$ cat config.mk
export PLATFORM = sky130hd
export DESIGN_NAME = sb_spi
export DESIGN_NICKNAME = d
export VERILOG_FILES = /design/src/rtl/sb_spi_pkg.sv /design/src/rtl/sb_spi_sync.sv /design/src/rtl/sb_spi.sv
export SDC_FILE = /design/constraint.sdc
export NUM_CORES = 1
export LEC_CHECK = 0
export CAP_MARGIN = 20
export CORE_ASPECT_RATIO = 0.7
export CORE_MARGIN = 3
export CORE_UTILIZATION = 25
export DETAILED_ROUTE_END_ITERATION = 10
export SLEW_MARGIN = 20
export SYNTH_ARGS = -nofsm -noshare
export SYNTH_HDL_FRONTEND = slang
export SYNTH_SLANG_ARGS = --single-unit
$ cat constraint.sdc
create_clock -name SBCLKI -period 2.45 [get_ports SBCLKI]
set_clock_uncertainty 0.2 [all_clocks]
set_input_delay 0.49 -clock SBCLKI [delete_from_list [all_inputs] [get_ports SBCLKI]]
set_output_delay 0.49 -clock SBCLKI [all_outputs]
set_load 0.02 [all_outputs]
$ cat src/rtl/sb_spi_pkg.sv
// Shared constants for the sb_spi slave SPI block: register offsets, status and control bit positions.
package sb_spi_pkg;

  localparam logic [3:0] ADDR_CR0  = 4'h8;
  localparam logic [3:0] ADDR_CR1  = 4'h9;
  localparam logic [3:0] ADDR_CR2  = 4'hA;
  localparam logic [3:0] ADDR_BR   = 4'hB;
  localparam logic [3:0] ADDR_SR   = 4'hC;
  localparam logic [3:0] ADDR_TXDR = 4'hD;
  localparam logic [3:0] ADDR_RXDR = 4'hE;
  localparam logic [3:0] ADDR_CSR  = 4'hF;

  localparam logic [2:0] SR_TIP  = 3'd7;
  localparam logic [2:0] SR_TRDY = 3'd4;
  localparam logic [2:0] SR_RRDY = 3'd3;
  localparam logic [2:0] SR_TOE  = 3'd2;
  localparam logic [2:0] SR_ROE  = 3'd1;

  localparam logic [2:0] CR1_EN   = 3'd7;
  localparam logic [2:0] CR2_LSBF = 3'd0;
  localparam logic [2:0] CR2_CPHA = 3'd1;
  localparam logic [2:0] CR2_CPOL = 3'd2;

  // Data is sampled on the rising SCK edge when CPOL and CPHA agree, else on the falling edge.
  function automatic logic sample_on_rise(input logic cpol, input logic cpha);
    return (cpol == cpha);
  endfunction

endpackage

$ cat src/rtl/sb_spi_sync.sv
// Two-flop synchronizer for one SPI pin, with rise/fall detection in the system clock domain.
module sb_spi_sync #(
  parameter logic RST_VAL = 1'b0
) (
  input  logic CLK,
  input  logic rst_n,
  input  logic d,
  output logic q,
  output logic rise,
  output logic fall
);

  logic [2:0] sync_r;

  // Shift the pin through two metastability stages plus one history stage for edge detection.
  always_ff @(posedge CLK or negedge rst_n) begin
    if (!rst_n) begin
      sync_r <= {3{RST_VAL}};
    end else begin
      sync_r <= {sync_r[1:0], d};
    end
  end

  assign q    = sync_r[1];
  assign rise = sync_r[1] & ~sync_r[2];
  assign fall = ~sync_r[1] & sync_r[2];

endmodule

$ cat src/rtl/sb_spi.sv
// Slave-only SPI block with an 8-bit strobe/ack register bus: config, status, TX holding and RX data.
module sb_spi
  import sb_spi_pkg::*;
#(
  parameter logic [3:0] BUS_ADDR74 = 4'b0000
) (
  input  logic       SBCLKI,
  input  logic       SBRSTNI,
  input  logic       SBSTBI,
  input  logic       SBRWI,
  input  logic [7:0] SBADRI,
  input  logic [7:0] SBDATI,
  output logic [7:0] SBDATO,
  output logic       SBACKO,
  input  logic       SCKI,
  input  logic       SCSNI,
  input  logic       SI,
  output logic       SO,
  output logic       SOE,
  input  logic       MI,
  output logic       MO
);

  logic [7:0] cr0_r, cr1_r, cr2_r, br_r, csr_r;
  logic [7:0] hold_r, tx_sr_r, rx_sr_r, rxdr_r, dato_r;
  logic       trdy_r, rrdy_r, toe_r, roe_r, shift_pend_r;
  logic       ack_r, so_r, soe_r;
  logic [2:0] bit_cnt_r;

  logic sck_lvl_s, sck_rise_s, sck_fall_s;
  logic csn_lvl_s, csn_rise_s, csn_fall_s;
  logic si_lvl_s, si_rise_s, si_fall_s;

  sb_spi_sync #(.RST_VAL(1'b0)) u_sync_sck (
    .CLK(SBCLKI), .rst_n(SBRSTNI), .d(SCKI), .q(sck_lvl_s), .rise(sck_rise_s), .fall(sck_fall_s)
  );
  // Chip select resets to its idle level so reset release does not fake a frame start.
  sb_spi_sync #(.RST_VAL(1'b1)) u_sync_csn (
    .CLK(SBCLKI), .rst_n(SBRSTNI), .d(SCSNI), .q(csn_lvl_s), .rise(csn_rise_s), .fall(csn_fall_s)
  );
  sb_spi_sync #(.RST_VAL(1'b0)) u_sync_si (
    .CLK(SBCLKI), .rst_n(SBRSTNI), .d(SI), .q(si_lvl_s), .rise(si_rise_s), .fall(si_fall_s)
  );

  logic unused_s;
  assign unused_s = ^{MI, sck_lvl_s, csn_rise_s, si_rise_s, si_fall_s};

  logic addr_hit_s, wr_s, rd_s, sr_rd_s, rxdr_rd_s, txdr_wr_s;
  logic enable_s, active_s, lsbf_s, samp_edge_s, shift_edge_s;
  logic frame_start_s, sample_s, byte_done_s, reload_s, shift_s, tip_s;
  logic [7:0] rx_next_s, sr_val_s, rd_data_s;

  assign addr_hit_s = SBSTBI & ~ack_r & (SBADRI[7:4] == BUS_ADDR74) & SBADRI[3];
  assign wr_s       = addr_hit_s & SBRWI;
  assign rd_s       = addr_hit_s & ~SBRWI;
  assign sr_rd_s    = rd_s & (SBADRI[3:0] == ADDR_SR);
  assign rxdr_rd_s  = rd_s & (SBADRI[3:0] == ADDR_RXDR);
  assign txdr_wr_s  = wr_s & (SBADRI[3:0] == ADDR_TXDR);

  assign enable_s      = cr1_r[CR1_EN];
  assign active_s      = enable_s & ~csn_lvl_s;
  assign lsbf_s        = cr2_r[CR2_LSBF];
  assign samp_edge_s   = sample_on_rise(cr2_r[CR2_CPOL], cr2_r[CR2_CPHA]) ? sck_rise_s : sck_fall_s;
  assign shift_edge_s  = sample_on_rise(cr2_r[CR2_CPOL], cr2_r[CR2_CPHA]) ? sck_fall_s : sck_rise_s;
  assign frame_start_s = enable_s & csn_fall_s;
  assign sample_s      = active_s & samp_edge_s & ~frame_start_s;
  assign byte_done_s   = sample_s & (bit_cnt_r == 3'd7);
  assign reload_s      = frame_start_s | byte_done_s;
  // Only shift after a bit was sampled in this byte, so CPHA=1 does not skip the preloaded first bit.
  assign shift_s       = active_s & shift_edge_s & shift_pend_r;
  assign rx_next_s     = lsbf_s ? {si_lvl_s, rx_sr_r[7:1]} : {rx_sr_r[6:0], si_lvl_s};
  assign tip_s         = active_s & (bit_cnt_r != 3'd0);
  assign sr_val_s      = {tip_s, 2'b00, trdy_r, rrdy_r, toe_r, roe_r, 1'b0};

  // Register read multiplexer; write-only and unmapped offsets read as zero.
  always_comb begin
    rd_data_s = 8'h00;
    case (SBADRI[3:0])
      ADDR_CR0:  rd_data_s = cr0_r;
      ADDR_CR1:  rd_data_s = cr1_r;
      ADDR_CR2:  rd_data_s = cr2_r;
      ADDR_BR:   rd_data_s = br_r;
      ADDR_SR:   rd_data_s = sr_val_s;
      ADDR_RXDR: rd_data_s = rxdr_r;
      ADDR_CSR:  rd_data_s = csr_r;
      default:   rd_data_s = 8'h00;
    endcase
  end

  // Bus handshake: one-cycle ack with read data presented only during the ack.
  always_ff @(posedge SBCLKI or negedge SBRSTNI) begin
    if (!SBRSTNI) begin
      ack_r  <= 1'b0;
      dato_r <= 8'h00;
    end else begin
      ack_r  <= addr_hit_s;
      dato_r <= rd_s ? rd_data_s : 8'h00;
    end
  end

  // Configuration storage registers.
  always_ff @(posedge SBCLKI or negedge SBRSTNI) begin
    if (!SBRSTNI) begin
      cr0_r <= 8'h00;
      cr1_r <= 8'h00;
      cr2_r <= 8'h00;
      br_r  <= 8'h00;
      csr_r <= 8'h00;
    end else if (wr_s) begin
      case (SBADRI[3:0])
        ADDR_CR0: cr0_r <= SBDATI;
        ADDR_CR1: cr1_r <= SBDATI;
        ADDR_CR2: cr2_r <= SBDATI;
        ADDR_BR:  br_r  <= SBDATI;
        ADDR_CSR: csr_r <= SBDATI;
        default:  cr0_r <= cr0_r;
      endcase
    end
  end

  // Transmit path; a TXDR write coinciding with a reload lands in hold after the reload.
  always_ff @(posedge SBCLKI or negedge SBRSTNI) begin
    if (!SBRSTNI) begin
      hold_r       <= 8'h00;
      tx_sr_r      <= 8'h00;
      trdy_r       <= 1'b1;
      toe_r        <= 1'b0;
      shift_pend_r <= 1'b0;
    end else begin
      if (sr_rd_s) toe_r <= 1'b0;
      if (reload_s) begin
        if (!trdy_r) begin
          tx_sr_r <= hold_r;
          trdy_r  <= 1'b1;
        end else begin
          tx_sr_r <= 8'h00;
          toe_r   <= 1'b1;
        end
      end else if (shift_s) begin
        tx_sr_r <= lsbf_s ? {1'b0, tx_sr_r[7:1]} : {tx_sr_r[6:0], 1'b0};
      end
      if (txdr_wr_s) begin
        hold_r <= SBDATI;
        trdy_r <= 1'b0;
      end
      if (!active_s || reload_s) shift_pend_r <= 1'b0;
      else if (sample_s)         shift_pend_r <= 1'b1;
      else if (shift_s)          shift_pend_r <= 1'b0;
    end
  end

  // Receive path; a byte completion wins over an RXDR read in the same cycle.
  always_ff @(posedge SBCLKI or negedge SBRSTNI) begin
    if (!SBRSTNI) begin
      bit_cnt_r <= 3'd0;
      rx_sr_r   <= 8'h00;
      rxdr_r    <= 8'h00;
      rrdy_r    <= 1'b0;
      roe_r     <= 1'b0;
    end else begin
      if (!active_s || frame_start_s) bit_cnt_r <= 3'd0;
      else if (sample_s)              bit_cnt_r <= bit_cnt_r + 3'd1;
      if (sample_s) rx_sr_r <= rx_next_s;
      if (sr_rd_s)   roe_r  <= 1'b0;
      if (rxdr_rd_s) rrdy_r <= 1'b0;
      if (byte_done_s) begin
        rxdr_r <= rx_next_s;
        rrdy_r <= 1'b1;
        if (rrdy_r) roe_r <= 1'b1;
      end
    end
  end

  // MISO pin drivers, quiet whenever the block is not selected and enabled.
  always_ff @(posedge SBCLKI or negedge SBRSTNI) begin
    if (!SBRSTNI) begin
      so_r  <= 1'b0;
      soe_r <= 1'b0;
    end else begin
      so_r  <= active_s & (lsbf_s ? tx_sr_r[0] : tx_sr_r[7]);
      soe_r <= active_s;
    end
  end

  assign SBACKO = ack_r;
  assign SBDATO = dato_r;
  assign SO     = so_r;
  assign SOE    = soe_r;
  assign MO     = 1'b0;

endmodule

==> impl_metrics.ini <==
[floorplanning]
die_w_um = 171
pin_count = 36
dieArea_um2 = 20700
coreArea_um2 = 18300
die_y_um = 121
row_count = 41
start_util_pct = 25.9

[timing]
maxSlewViolCount = 0
finalCritPeriodShare_pct = 95.7
rsz0062_at_grt = no
tightest_slew_ns = 0.662
min_period_ns = 2.34
tns_ns = 0
slew-limit-headroom_pct = 55.7
hold_violations = 0
whs_ns = 0.148
setup_viol = 0
clock.fmax_ghz = 0.427

[global_routing]
gr-total-overflow = 0
antenna_found_initial = 0
grt_use_total_pct = 11.7
grt_pass1_vias = 3534
use_met1_pct = 17.4
top_usage_layer = met1
grt_pass1_wl_um = 19000
met3_usage_pct = 2.77
grt_max_degree = 48
use_met2_pct = 17.3

[cts]
ctsLongestPathBuffers = 2
cts_tree = built
clkTransAtPathRegs_ns = 0.06
root_buffer = clkbuf_16
numCtsBuffers = 9
cts_sinks = 99
clkLatencyLatePin_ns = 0.34
htreeDepth = 3

[setup_path]
slowest_stage = clkdlybuf4s50_1
crit_path_start_kind = input pin
critPathMaxStageDelay_ns = 0.58
critPathRequiredTime_ns = 2.48
endpoint_kind = register
crit_chain = clkdlybuf4s50_1 -> nor2b_1 -> nand2_1 -> nor3_2 -> buf_4 -> mux2_2
critPathMaxFanout = 7
worstSetupPathType = input pin to register
arrival_ns = 2.37

[placement]
dpl_cell_area_um2 = 5610
dp_hpwl_um = 8520
io_buffers = 33
dp_cells = 706
gp_congestion = 0.844

[final_layout]
final_cells = 721
fin_area_um2 = 5910
drive_above_1_share_pct = 26.6
syn2layout_area_growth_pct = 24.5
final_nets = 509
n_antenna_cell = 0

[routing]
first_pass_iters = 4
drt_iter0_drc = 246
drc = 0
wl_per_cell_um = 15.9
final_antenna_net_count = 0
routed_wl_um = 11500
num_vias = 3491
vias_per_cell = 4.84

[synthesis]
yosys-top-cells-area = dfrtp_1 (50%), mux2_2 (13%), o21ai_0 (4.1%)
syn_inst = 419
synth_common_cells = dfrtp_1 (95), mux2_2 (56), o21ai_0 (39), nand2_1 (34), nor2_1 (29)
synth_area_um2 = 4750
synth_top_area_share_pct = 50.1
ys_seq_area_share_pct = 52.3
yosysTopAreaCell = dfrtp_1
syn_avg_cell_area_um2 = 11.3
synth_top_flop_cell = dfrtp_1
synthArstFlopShare_pct = 100
yosys.cell_count.top_type = dfrtp_1
synth_edf_count = 0
syn_nets = 446
ys_ff_latch = 99
yosys_warnings = 0
synth_cell_types = 49

[worst_hold_path]
hp-class = register to register

[power]
p_per_area_nw_per_um2 = 560
p_comb_share_pct = 6.5
p_seq_share_pct = 50.6
power.leakage_nw = 2.57
netSwitchingPower_w = 0.000749
netSwitchingFraction_pct = 22.6
clkPwrFrac_pct = 42.9
ir_drop_mv = 0.287
p_int_w = 0.00256

[status]
outcome = completed

[flow_run]
maxCapViolCount = 0
## state kept, by name, summed over array words and instances (netlist names), 2 cells and up
name               flops
SBDATO                 8
bit_cnt_r              3
br_r                   8
cr0_r                  8
cr1_r                  8
cr2_r                  8
csr_r                  8
hold_r                 8
rx_sr_r                8
rxdr_r                 8
tx_sr_r                8
u_sync_csn.sync_r      3
u_sync_sck.sync_r      3
u_sync_si.sync_r       2
## power groups by stage
| stage | logic [W] | registers, W | clock network (W) |
|---|---|---|---|
| 2_1_floorplan | 0.0000933 | 0.00170 | 0 |
| 3_3_place_gp | 0.000212 | 0.00171 | 0 |
| 3_5_place_dp | 0.000217 | 0.00171 | 0 |
| 4_1_cts | 0.000218 | 0.00168 | 0.00146 |
| 5_1_grt | 0.000238 | 0.00168 | 0.00152 |
| 6_report | 0.000216 | 0.00168 | 0.00142 |
## metrics by stage
stage	power, W	utilization (%)	setup WS [ns]
after CTS	0.00335	32.3	0.131
after global routing	0.00344	32.3	0.00852
after floorplan	0.00179	-	0.240
final	0.00331	32.3	0.105
after detailed placement	0.00192	30.6	-0.233
after global placement	0.00192	30.6	-0.200
## cells in the final DEF (no fill, tap or decap), types with 4 or more instances in the layout
master           count
a21oi_1             18
a221oi_1             4
buf_4               39
clkbuf_16            9
clkdlybuf4s50_1     32
dfrtp_1             95
dfstp_2              4
inv_1               13
mux2_2              56
mux2i_1             17
nand2_1             34
nand2b_1             4
nand3_1              4
nand3b_1            11
nor2_1              29
nor2b_1              5
nor4_1              15
o21ai_0             39
o221ai_1             7
## critical path: cells and delay by family
kind	cells	cell delay, ns
buf+inv	2	0.81
mux	1	0.36
simple gates	3	0.70
## path summary, 6_finish.rpt
path,from,endpoint,slack (ns),cells past startpoint
worst max-delay path,SBADRI[3],br_r[7],0.11,6
min in group asynchronous,SBRSTNI,u_sync_si.sync_r[1],0.39,2
max in group asynchronous,SBRSTNI,hold_r[5],0.96,3
worst max register to register,u_sync_csn.sync_r[1],tx_sr_r[0],0.26,5
worst min-delay path,u_sync_sck.sync_r[0],u_sync_sck.sync_r[1],0.15,0
worst min register to register,u_sync_sck.sync_r[0],u_sync_sck.sync_r[1],0.15,0
## logic make-up (layout without fill, tap and decap cells)
| logic type | after synthesis | after routing | share of synthesized area (%) |
|---|---|---|---|
| AOI/OAI and AO/OA | 81 | 81 | 10.3 |
| xor gates and xnor gates | 2 | 2 | 0.922 |
| adders and majority gates | 3 | 3 | 0.790 |
| buffers and inverters | 37 | 103 | 3.35 |
| DFF | 99 | 99 | 52.3 |
| muxes | 78 | 78 | 19.1 |
| other | 1 | 1 | 0.0790 |
| and+or+nand+nor | 118 | 118 | 13.2 |
## routing by layer
metal,vias up,wire (um)
met4,0,86
met1,1745,5850
li1,1642,-
met2,94,4950
met5,-,0
met3,10,560
## area by class of cell
class	instances	area [um2]
timing repair buffer	75	683
inverter	14	52.6
tap	236	295
fill	1808	12400
multi-input combinational	283	2110
sequential	99	2480
clock buffer	10	239
clock inverter	4	51.3
## timing repair
item,4_1_cts,5_1_grt
endpoints found under the hold margin,20,0
setup endpoints to repair,0,0
resized for setup,0,0
setup buffers,0,0
hold buffers,1,0
Note: power is estimated with default switching activity, not from simulation.
